[src/rtl/fetch_stage_pkg.sv]
// Shared LC-3b datapath types for the fetch stage and its pipeline registers.
package fetch_stage_pkg;

  typedef logic [15:0] lc3b_word;
  typedef logic [3:0]  lc3b_opcode;

  typedef enum logic [1:0] {
    S_FETCH = 2'd0,
    S_DRAIN = 2'd1,
    S_HOLD  = 2'd2
  } fetch_state_t;

  localparam lc3b_word PC_STEP = 16'd2;

endpackage

[src/rtl/fetch_stage_ifid_register.sv]
// Pipeline register holding valid/ir/pc; flush clears only valid so a flushed entry never re-emerges.
module ifid_register
  import fetch_stage_pkg::*;
(
  input  logic     clk,
  input  logic     rst,
  input  logic     i_load,
  input  logic     i_flush,
  input  lc3b_word i_ir,
  input  lc3b_word i_pc,
  output logic     o_valid,
  output lc3b_word o_ir,
  output lc3b_word o_pc
);

  logic     r_valid;
  lc3b_word r_ir;
  lc3b_word r_pc;

  always_ff @(posedge clk) begin
    if (rst) begin
      r_valid <= 1'b0;
      r_ir    <= '0;
      r_pc    <= '0;
    end else if (i_flush) begin
      r_valid <= 1'b0;
    end else if (i_load) begin
      r_valid <= 1'b1;
      r_ir    <= i_ir;
      r_pc    <= i_pc;
    end
  end

  assign o_valid = r_valid;
  assign o_ir    = r_ir;
  assign o_pc    = r_pc;

endmodule

[src/rtl/fetch_stage.sv]
// LC-3b fetch stage: owns the PC, runs the imem read handshake, and feeds IF/ID
// through a one-word skid register when decode stalls.
module fetch_stage
  import fetch_stage_pkg::*;
#(
  parameter lc3b_word RESET_PC = 16'h0000
) (
  input  logic         clk,
  input  logic         rst,
  output lc3b_word     imem_address,
  output logic         imem_read,
  input  lc3b_word     imem_rdata,
  input  logic         imem_resp,
  input  logic         stall_in,
  input  logic         redirect_valid,
  input  lc3b_word     redirect_pc,
  output logic         ifid_valid,
  output lc3b_word     ifid_ir,
  output lc3b_word     ifid_pc,
  output lc3b_opcode   ifid_opcode,
  output logic         ifid_a,
  output logic         ifid_d,
  output logic [2:0]   ifid_ext3,
  output logic [15:0]  fetch_count,
  output fetch_state_t dbg_state
);

  // Handshakes: a read is requested while imem_read=1 and completes on the cycle
  // imem_resp=1 (address held stable until then); an IF/ID entry is presented while
  // ifid_valid=1 and is taken by decode on any edge where stall_in=0.
  fetch_state_t r_state, w_state_next;
  lc3b_word     r_pc, r_skid_ir, r_skid_pc, r_tgt;
  logic [15:0]  r_fetch_count;

  logic     w_ifid_valid, w_accept, w_consume;
  logic     w_read, w_load, w_pc_we, w_skid_we, w_tgt_we;
  lc3b_word w_pc_inc, w_pc_next, w_load_ir, w_load_pc;

  assign w_accept  = !w_ifid_valid || !stall_in;
  assign w_consume = w_ifid_valid && !stall_in;
  assign w_pc_inc  = r_pc + PC_STEP;

  always_ff @(posedge clk) begin
    if (rst) r_state <= S_FETCH;
    else     r_state <= w_state_next;
  end

  always_comb begin
    w_state_next = r_state;
    case (r_state)
      S_FETCH: begin
        if (imem_resp) begin
          if (!redirect_valid && !w_accept) w_state_next = S_HOLD;
        end else if (redirect_valid) begin
          w_state_next = S_DRAIN;
        end
      end
      S_DRAIN: if (imem_resp) w_state_next = S_FETCH;
      S_HOLD:  if (redirect_valid || w_accept) w_state_next = S_FETCH;
      default: w_state_next = S_FETCH;
    endcase
  end

  always_comb begin
    w_read    = 1'b0;
    w_load    = 1'b0;
    w_load_ir = r_skid_ir;
    w_load_pc = r_skid_pc;
    w_pc_we   = 1'b0;
    w_pc_next = r_pc;
    w_skid_we = 1'b0;
    w_tgt_we  = 1'b0;
    case (r_state)
      S_FETCH: begin
        w_read = 1'b1;
        if (imem_resp) begin
          w_pc_we = 1'b1;
          if (redirect_valid) begin
            w_pc_next = redirect_pc;
          end else begin
            w_pc_next = w_pc_inc;
            if (w_accept) begin
              w_load    = 1'b1;
              w_load_ir = imem_rdata;
              w_load_pc = w_pc_inc;
            end else begin
              w_skid_we = 1'b1;
            end
          end
        end else if (redirect_valid) begin
          w_tgt_we = 1'b1;
        end
      end
      // The in-flight read cannot be abandoned, so its word is discarded on arrival.
      S_DRAIN: begin
        w_read = 1'b1;
        if (imem_resp) begin
          w_pc_we   = 1'b1;
          w_pc_next = redirect_valid ? redirect_pc : r_tgt;
        end else if (redirect_valid) begin
          w_tgt_we = 1'b1;
        end
      end
      S_HOLD: begin
        if (redirect_valid) begin
          w_pc_we   = 1'b1;
          w_pc_next = redirect_pc;
        end else if (w_accept) begin
          w_load = 1'b1;
        end
      end
      default: ;
    endcase
  end

  always_ff @(posedge clk) begin
    if (rst) begin
      r_pc          <= RESET_PC;
      r_skid_ir     <= '0;
      r_skid_pc     <= '0;
      r_tgt         <= '0;
      r_fetch_count <= '0;
    end else begin
      if (w_pc_we) r_pc <= w_pc_next;
      if (w_skid_we) begin
        r_skid_ir <= imem_rdata;
        r_skid_pc <= w_pc_inc;
      end
      if (w_tgt_we) r_tgt <= redirect_pc;
      if (w_load) r_fetch_count <= r_fetch_count + 16'd1;
    end
  end

  ifid_register u_ifid (
    .clk     (clk),
    .rst     (rst),
    .i_load  (w_load),
    .i_flush (redirect_valid || (w_consume && !w_load)),
    .i_ir    (w_load_ir),
    .i_pc    (w_load_pc),
    .o_valid (w_ifid_valid),
    .o_ir    (ifid_ir),
    .o_pc    (ifid_pc)
  );

  assign imem_read    = w_read && !rst;
  assign imem_address = r_pc;
  assign ifid_valid   = w_ifid_valid;
  assign ifid_opcode  = ifid_ir[15:12];
  assign ifid_a       = ifid_ir[5];
  assign ifid_d       = ifid_ir[4];
  assign ifid_ext3    = ifid_ir[2:0];
  assign fetch_count  = r_fetch_count;
  assign dbg_state    = r_state;

endmodule

[config.mk]
export PLATFORM = sky130hd
export DESIGN_NAME = fetch_stage
export DESIGN_NICKNAME = d
export VERILOG_FILES = /design/src/rtl/fetch_stage_pkg.sv /design/src/rtl/fetch_stage_ifid_register.sv /design/src/rtl/fetch_stage.sv
export SDC_FILE = /design/constraint.sdc
export NUM_CORES = 1
export LEC_CHECK = 0
export ABC_CLOCK_PERIOD_IN_PS = 3400
export CAP_MARGIN = 0
export CORE_ASPECT_RATIO = 0.75
export CORE_MARGIN = 1.5
export CORE_UTILIZATION = 55
export DETAILED_ROUTE_END_ITERATION = 12
export PLACE_DENSITY = 0.85
export SKIP_CTS_REPAIR_TIMING = 1
export SLEW_MARGIN = 15
export SYNTH_ARGS = -nofsm -noshare
export SYNTH_HDL_FRONTEND = slang
export SYNTH_SLANG_ARGS = --single-unit
[constraint.sdc]
create_clock -name clk -period 3.4 [get_ports clk]
set_input_delay 0.68 -clock clk [delete_from_list [all_inputs] [get_ports clk]]
set_output_delay 0.68 -clock clk [all_outputs]
set_load 0.02 [all_outputs]
==> metrics.txt <==
status=complete, no violations; kind of critical path=reg -> out; most frequent cells in the layout=120 x nand2_1, 115 x dfxtp_1, 112 x clkdlybuf4s50_1, 71 x nor2_1, 57 x a21oi_1; Port Buf Inserts=113; Die ar.=10610 um2; Crit path top cell by count=nor2_1; CTS H-Tree Depth=4; Final Hold Viols=0; min-delay worst type=reg -> reg; largest net degree at the start of global routing=74; Cells after Synth=686; DRT Wirelength=about 15 mm; vias per cell=5.992; Worst setup SP type=flop; clock buffer depth=2; Critical Path RT=around 2700 ps; CP arrival=2420 ps; Worst path slowest cell=ha_1; CTS sink count=115; GRT Overall Usage=29.48%; Iter 0 DRT Violations=586; ys async rst share=0%; Pleak=roughly 2.4 nW; Root Buffer=clkbuf_16; Worst slew margin=34.63%; routability congestion estimate=0.8759; DRC errors left=0; number of flops mapped to enable cells by yosys=0; Slew Viols, Final=0; worst path cell trace=ha_1 > nor2_1 > nor2_1 > clkdlybuf4s50_1; flops & latches, synth=around 120; post-route setup slack=a little over 300 ps; most common cell after layout, fill and taps aside=nand2_1; Place WS=approximately 620 ps; mux contribution to synthesized area=0.7965%; Worst Tran Pin Value=980.6 ps; Yosys cell types=57; Clock Skew=approximately 6.4 ps; DP Wirelength=9.963 mm; RSZ-0062 raised after global routing=no; adder-cell area share of the yosys netlist=1.365%; Seq/Total Area, Yosys=41.88%; post-route minimum period=3098 ps; DIE WIDTH=about 120 um; Peak VDD IR=0.0003188 V; area grow syn2layout=28.08%; warnings from Yosys=0; initial core utilization=a little under three fifths; initial antenna violation count=0; vias in the first global route=5014; endpoints failing setup=0; crit end category=primary output; final instance area=7042 um2; sequential cell area=approximately 2300 um2; share of layout cells above drive strength 1=6.865%; syn avg cell area=8.014 um2; Core ar.=between 9000 and 10000 um2; fin crit share=91.11%; Inserted Clock Buffers=17; TritonCTS clock tree=yes; fillcell total=about 740; Top Ports=114; dominant synthesized flop cell=dfxtp_1; DRT Pass-1 Iters=5; Clk Latency, worst-skew pair=around 420 ps; Die H=89.59 um; largest family of logic cells by synthesized area=simple AND/OR/NAND/NOR gates; row cnt=31; Mapped Area=between 5000 and 6000 um2; Synth Area in XOR/XNOR=3.505%; GR Overflow Total=0; first-pass GRT wire length=between 20 and 25 mm; delay of the slowest cell on the worst path=630 ps; post-route ant nets=0; fmax=0.3228 GHz; Compound-Gate Fraction of Synth Area=20.98%; nets@finish=roughly 800; n_diodes=0; max cap viols=0; multi-input logic area=about 2800 um2; Placed Area=6556 um2; routed vias=5417; Simple-Gate Fraction of Synth Area=24.42%; Synthesized Nets=729; DR WL/cell=17.05 um; crit path max fanout=17; Clock Pin Slew Worst Setup and Hold Paths=50 ps; PwrDens=499.2 nW/um2; Final TNS setup=0 ps
## flip-flops by register name (all words and copies together) (netlist names)
name            cells
fetch_count        16
u_ifid.o_ir        16
u_ifid.o_valid      1
r_tgt              16
r_skid_ir          16
imem_address       16
u_ifid.o_pc        16
r_skid_pc          16
dbg_state           2
## worst max-delay path: cells and delay by family, from the launching register on
kind / cells / cell delay (ps)
fa+ha+maj: 1 / 630
buf+inv: 1 / 620
flops: 1 / 440
simple gates: 2 / 310
## where the power goes
group	leakage [nW]	internal [mW]	switching (mW)
Clock	0.240	0.909	0.587
Combinational	1.26	0.237	0.302
Sequential	0.937	1.41	0.0665
## metrics by stage
step	total power, mW	hold WS, ps	utilization [%]	std cells
after floorplan	1.815	433.8	-	686
after global placement	2.018	441.8	67.61	874
after detailed placement	2.032	448.4	67.61	874
after CTS	3.517	455.2	72.62	904
after global routing	3.638	467.5	72.62	904
final	3.515	453.5	72.62	904
## Yosys cell counts (6+ instances only)
master,number,area [um2]
nand2_1,120,450.4
dfxtp_1,115,2302
nor2_1,71,266.5
a21oi_1,58,290.3
nand3_1,37,185.2
clkbuf_1,32,120.1
a311oi_1,31,271.5
a211oi_1,20,150.1
buf_2,19,95.09
o21ai_0,19,95.09
nor3_1,15,75.07
xnor2_1,14,122.6
buf_4,13,97.59
inv_1,10,37.54
a22o_1,9,78.83
and3_1,9,56.30
nand4_1,9,56.30
xor2_1,8,70.07
or3_1,7,43.79
ha_1,6,75.07
## cells by family after synthesis
| logic type | count (synthesis) |
|---|---|
| compound gates | 167 |
| xor+xnor | 22 |
| fa+ha+maj | 6 |
| buf+inv | 80 |
| flops | 115 |
| mux | 4 |
| simple gates | 292 |
## worst paths after layout
check,startpoint,end,slack [ps],cells after the start
min,r_tgt[9],r_tgt[9],450,2
max,dbg_state[0],imem_read,300,4
min reg2reg,r_tgt[9],r_tgt[9],450,2
max reg2reg,dbg_state[1],imem_address[9],710,7
## metal layers
| metal | GRT usage (%) | share of wire [%] | vias to the layer above |
|---|---|---|---|
| met3 | 8.270 | 7.1 | 37 |
| li1 | - | - | 2586 |
| met4 | 12.49 | 2.3 | 0 |
| met1 | 37.38 | 43 | 2551 |
| met2 | 48.31 | 47 | 243 |
| met5 | 0 | 0 | - |
## cell type report
type | instances | share of cell area [%]
Multi-Input combinational cell | 491 | 40.17
Sequential cell | 115 | 32.69
Timing Repair Buffer | 125 | 17.31
Clock buffer | 23 | 6.361
Tap cell | 132 | 2.345
Inverter | 11 | 0.5864
Clock inverter | 7 | 0.5330
(Power assumes the default switching activity.)
==> variant 1: new RTL, config.mk and constraints unchanged <==
Reset style: asynchronous (`rst`), changed in 3 clocked blocks.
--- a/src/rtl/fetch_stage_ifid_register.sv
+++ b/src/rtl/fetch_stage_ifid_register.sv
@@ -18,5 +18,5 @@
   lc3b_word r_pc;
 
-  always_ff @(posedge clk) begin
+  always_ff @(posedge clk or posedge rst) begin
     if (rst) begin
       r_valid <= 1'b0;
--- a/src/rtl/fetch_stage.sv
+++ b/src/rtl/fetch_stage.sv
@@ -41,5 +41,5 @@
   assign w_pc_inc  = r_pc + PC_STEP;
 
-  always_ff @(posedge clk) begin
+  always_ff @(posedge clk or posedge rst) begin
     if (rst) r_state <= S_FETCH;
     else     r_state <= w_state_next;
@@ -114,5 +114,5 @@
   end
 
-  always_ff @(posedge clk) begin
+  always_ff @(posedge clk or posedge rst) begin
     if (rst) begin
       r_pc          <= RESET_PC;
Check against the original RTL: differs if rst is asserted again (counterexample within 4 cycles, from zero or initial values and one cycle with rst high); with rst held inactive, the same outputs for 4 cycles.
==> variant 1 against the original RTL <==
- synthesized area is 4.4% higher
- final area is 7.5% higher
- routed wire length is 1.7% higher
- cell count is 5.8% lower
- sequential cell count stayed put
- count of clock-buffer cells in the layout is 1 lower
- setup slack better by 0.23 ns
- critical path type is now flip-flop to flip-flop
Power is not compared: it rests on default switching activity, and its combinational part moved more than twofold at a synthesized area within 25%.
==> variant 1: results (changes against the original RTL) <==
- Outcome: finished, final reports clean (unchanged).
* Number of buffers inserted during clock tree synthesis: 17 (unchanged)
- The final RePlAce weighted congestion is 0.860 (was 0.876).
- The number of buffers between clock root and the deepest sink is 2 (unchanged).
* Max-slew headroom: 48.5% (was 34.6%)
- Count of TritonRoute iterations in the first routing pass: 4 (was 5)
- The pin count of the biggest net entering global routing came to 55 (was 74).
- Reg-to-reg critical path startpoint: dbg_state[0] (was dbg_state[1])
- Tot GR Track Use: 29.2% (was 29.5%)
* Routed vias: 5083 (was 5417)
- Data arrival, critical path: 3.14 ns (was 2.42 ns)
- The startpoint-to-endpoint class of the critical path is flip-flop to flip-flop (was flip-flop to output pin).
- Max FO, Critical Path: 17 (unchanged)
* Vias in the first global route: 4957 (was 5014)
- The global-route wire length before repair was 25000 um (was 24800 um).
- Wire length after detailed routing: 15700 um (was 15400 um)
- Share of layout cells above drive strength 1: 10.5% (was 6.87%)
- Detailed Place HPWL: 10300 um (was 9960 um)
- The post-layout net count was 747 (was 804).
- Largest clock skew in the final design: 0.00570 ns (was 0.00635 ns)
- The number of DRC markers in iteration 0 came to 359 (was 586).
- CTS H-Tree Depth: 4 (unchanged)
* Syn_nets: 649 (was 729)
* Synth top area cells: dfrtp_1 50%, nand2_1 9.0%, mux2_2 3.3% (was dfxtp_1 42%, nand2_1 8.2%, a21oi_1 5.3%)
- The final antenna diode count was 0 (unchanged).
* Ranking of synthesized cells by instance count: 137 x nand2_1, 115 x dfrtp_1, 38 x o21ai_0, 23 x a21oi_1, 23 x o22ai_1 (was 120 x nand2_1, 115 x dfxtp_1, 71 x nor2_1, 58 x a21oi_1, 37 x nand3_1)
- The beginning of the worst hold path was fetch_count[15] (was r_tgt[9]).
- The part of the Yosys area used for sequential elements was 50.1% (was 41.9%).
* Distinct cell type count of the synthesized netlist: 58 (was 57)
- Async set-reset flop share out of synthesis: 100% (was 0%)
==> variant 1: changes by cell type after synthesis, sizes merged, moves of 9 or more <==
| cell | before | now |
|---|---|---|
| a211oi | 20 | 8 |
| dfrtp | 0 | 115 |
| clkbuf | 32 | 23 |
| nor2 | 71 | 19 |
| a21oi | 58 | 27 |
| o21ai | 19 | 46 |
| a311oi | 31 | 0 |
| nand3 | 38 | 14 |
| dfxtp | 115 | 0 |
| nand2 | 120 | 137 |
| buf | 37 | 25 |
| mux2 | 3 | 18 |
| o22ai | 0 | 23 |
==> variant 1: logic make-up (layout without fill, tap and decap cells) <==
family	after synthesis	in the layout	share of synthesized area (%)
AO/OA/AOI/OAI	146	146	16.9
XOR/XNOR	25	25	3.81
adder cells (fa/ha/maj)	6	6	1.31
buffers and inverters	65	175	5.51
flip-flops	115	115	50.1
multiplexers	23	23	4.40
AND/OR/NAND/NOR	226	226	18.0
==> variant 1: path summary, 6_finish.rpt <==
kind / endpoint / slack (ns) / depth (start not counted)
worst min-delay path: fetch_count[15] / 0.47 / 1
min in group asynchronous: r_tgt[5] / 0.74 / 2
worst max-delay path: imem_address[1] / 0.53 / 6
worst min register to register: fetch_count[15] / 0.47 / 1
worst max register to register: imem_address[1] / 0.53 / 6
max in group asynchronous: r_skid_ir[0] / 1.85 / 3
==> variant 1: stage by stage <==
step                cells  setup slack (ns)  cell area [um^2]  util (%)  power, W
floorplan             606              1.01              5750         -   0.00426
global placement      821             0.532              6920      67.7   0.00526
detailed placement    821             0.521              6920      67.7   0.00539
CTS                   852             0.567              7570      74.1   0.00742
global route          852             0.364              7570      74.1   0.00779
finish                852             0.529              7570      74.1   0.00743
==> variant 1: power by group <==
group / total (W) / internal [W] / switching, W / leakage (nW)
Clock: 0.00197 / 0.00135 / 0.000613 / 0.316
Sequential: 0.00247 / 0.00193 / 0.000545 / 1.44
Combinational: 0.00299 / 0.00132 / 0.00166 / 1.53
==> variant 1: cell type report <==
class	count	area, um^2
flip-flops and latches	115	2880
fillers	734	2640
multi-input cells	426	2550
repair buffers	127	1250
clock buffers	22	474
clock inverters	9	176
well taps	136	170
inverters	17	67.6
==> variant 1: critical path, cell delays in order, from the launching register on <==
cell and delay [ns]:
dfrtp_1 0.46, inv_1 0.15, ha_1 0.57, nor3_1 0.18
or4_1 0.88, a221oi_1 0.36, a211oi_1 0.12
==> variant 1: routing by layer <==
metal | GRT usage [%] | wire (um) | up-vias
li1 | - | - | 2327
met1 | 37.8 | 6680 | 2479
met2 | 48.2 | 7650 | 246
met3 | 6.78 | 1060 | 31
met4 | 10.6 | 281 | 0
met5 | 0 | 0 | -
==> variant 2: new RTL, same settings <==
Without the edit above. Register the output `dbg_state` once more; this adds one clock of latency there. The other outputs are not delayed to match.
--- a/src/rtl/fetch_stage.sv
+++ b/src/rtl/fetch_stage.sv
@@ -152,5 +152,7 @@
   assign ifid_ext3    = ifid_ir[2:0];
   assign fetch_count  = r_fetch_count;
-  assign dbg_state    = r_state;
+  always_ff @(posedge clk) begin
+    dbg_state <= r_state;
+  end
 
 endmodule
Function: changed (a bounded check fails within 4 cycles, from zero or initial values and one cycle with rst high).
==> variant 2 against the original RTL <==
- power grew 13%
- count of clock-buffer cells in the layout grew 1
- final area grew 2.0%
- synthesized area shrank 1.6%
- setup slack gained 0.22 ns
- sequential cell count grew 2
- hold slack lost 0.0016 ns
- routed wire length grew 2.0%
- largest cell class unchanged
==> variant 2: results (changes against the original RTL) <==
* Share of the clock period used by the worst path after layout: 84.6% (was 91.1%)
- Ranking of synthesized cells by instance count: 143 x nand2_1, 117 x dfxtp_1, 84 x nor2_1, 60 x a21oi_1, 34 x clkbuf_1 (was 120 x nand2_1, 115 x dfxtp_1, 71 x nor2_1, 58 x a21oi_1, 37 x nand3_1).
* Count of TritonRoute iterations in the first routing pass: 6 (was 5)
- Worst R2R Setup Slack: 0.88 ns (was 0.71 ns)
* WL met3: 1430 um (was 1090 um)
- Placed cell count: 882 (was 874)
- Flip-flop and latch share of the layout cell area: 32.6% (was 32.7%)
- Final layout net count: 812 (was 804)
- Max FO, Critical Path: 12 (was 17)
* Multi-input combinational gate total: 496 (was 491)
* Combined area of the multi-input logic cells: 2750 um^2 (was 2830 um^2)
* Vias in the first global route: 5223 (was 5014)
- Transition time of the tightest slew-check pin: 0.729 ns (was 0.981 ns)
- Final Non-Filler Cells: 914 (was 904)
* Iteration-0 DRC Markers: 610 (was 586)
- The total clock network power is 0.00192 W (was 0.00150 W).
- The fraction of area in clock buffers and inverters came to 8.86% (was 6.89%).
- GR met2 Demand/Resource: 51.1% (was 48.3%)
- The met2 layer wire length in the routed design is 7370 um (was 7310 um).
- Global-route track usage on met3: 9.18% (was 8.27%)
* Routed vias: 5510 (was 5417)
- The data arrival time of the worst path was 2.20 ns (was 2.42 ns).
* Maximum number of pins on one net before global-route repair: 68 (was 74)
- The kind of cell adding the most delay to the critical path was buffers and inverters (was adder cells).
- Count of filler cells inserted in the layout: 722 (was 736)
- Num sequential: 117 (was 115)
* Relative contribution of combinational cells to total power: 13.6% (was 15.4%)
* Detailed Place HPWL: 10000 um (was 9960 um)
- The global-route wire length before repair came to 25300 um (was 24800 um).
* Non-clock buffer share of cell area: 17.3% (about the same)
* Switching power: 0.000985 W (was 0.000956 W)
- The critical path's largest stage delay was 0.65 ns (was 0.63 ns).
* Syn_area_per_cell: 7.93 um^2 (was 8.01 um^2)
- Outcome: finished, final reports clean (unchanged)
- The multi-input gate share of the layout cell area came to 38.3% (was 40.2%).
- Wire length after detailed routing: 15700 um (was 15400 um)
## variant 2: changes by cell type after synthesis, moves of 8 or more
cell / unedited run / this run
nand2_1: 120 / 143
nand3_1: 37 / 14
nor2_1: 71 / 84
o21ai_0: 19 / 10
a221oi_1: 4 / 12
buf_2: 19 / 11
nor3_1: 15 / 23
## variant 2: kinds of logic after synthesis
group	synth area share (%)
buf+inv	5.94
flops	43.3
compound gates	19.8
fa+ha+maj	1.39
mux	1.69
simple gates	23.7
xor+xnor	4.21
## variant 2: path summary, 6_finish.rpt
kind	from	to	cells after the start
max reg2reg	r_state[0]	imem_address[13]	6
max	r_state[0]	imem_read	5
min	r_skid_ir[1]	r_skid_ir[1]	2
min reg2reg	r_skid_ir[1]	r_skid_ir[1]	2
## variant 2: through the flow
step | utilization [%] | hold slack (ns)
2_1_floorplan | - | 0.395
6_report | 74.7 | 0.452
4_1_cts | 74.7 | 0.448
3_5_place_dp | 68.1 | 0.442
3_3_place_gp | 68.1 | 0.439
5_1_grt | 74.7 | 0.459
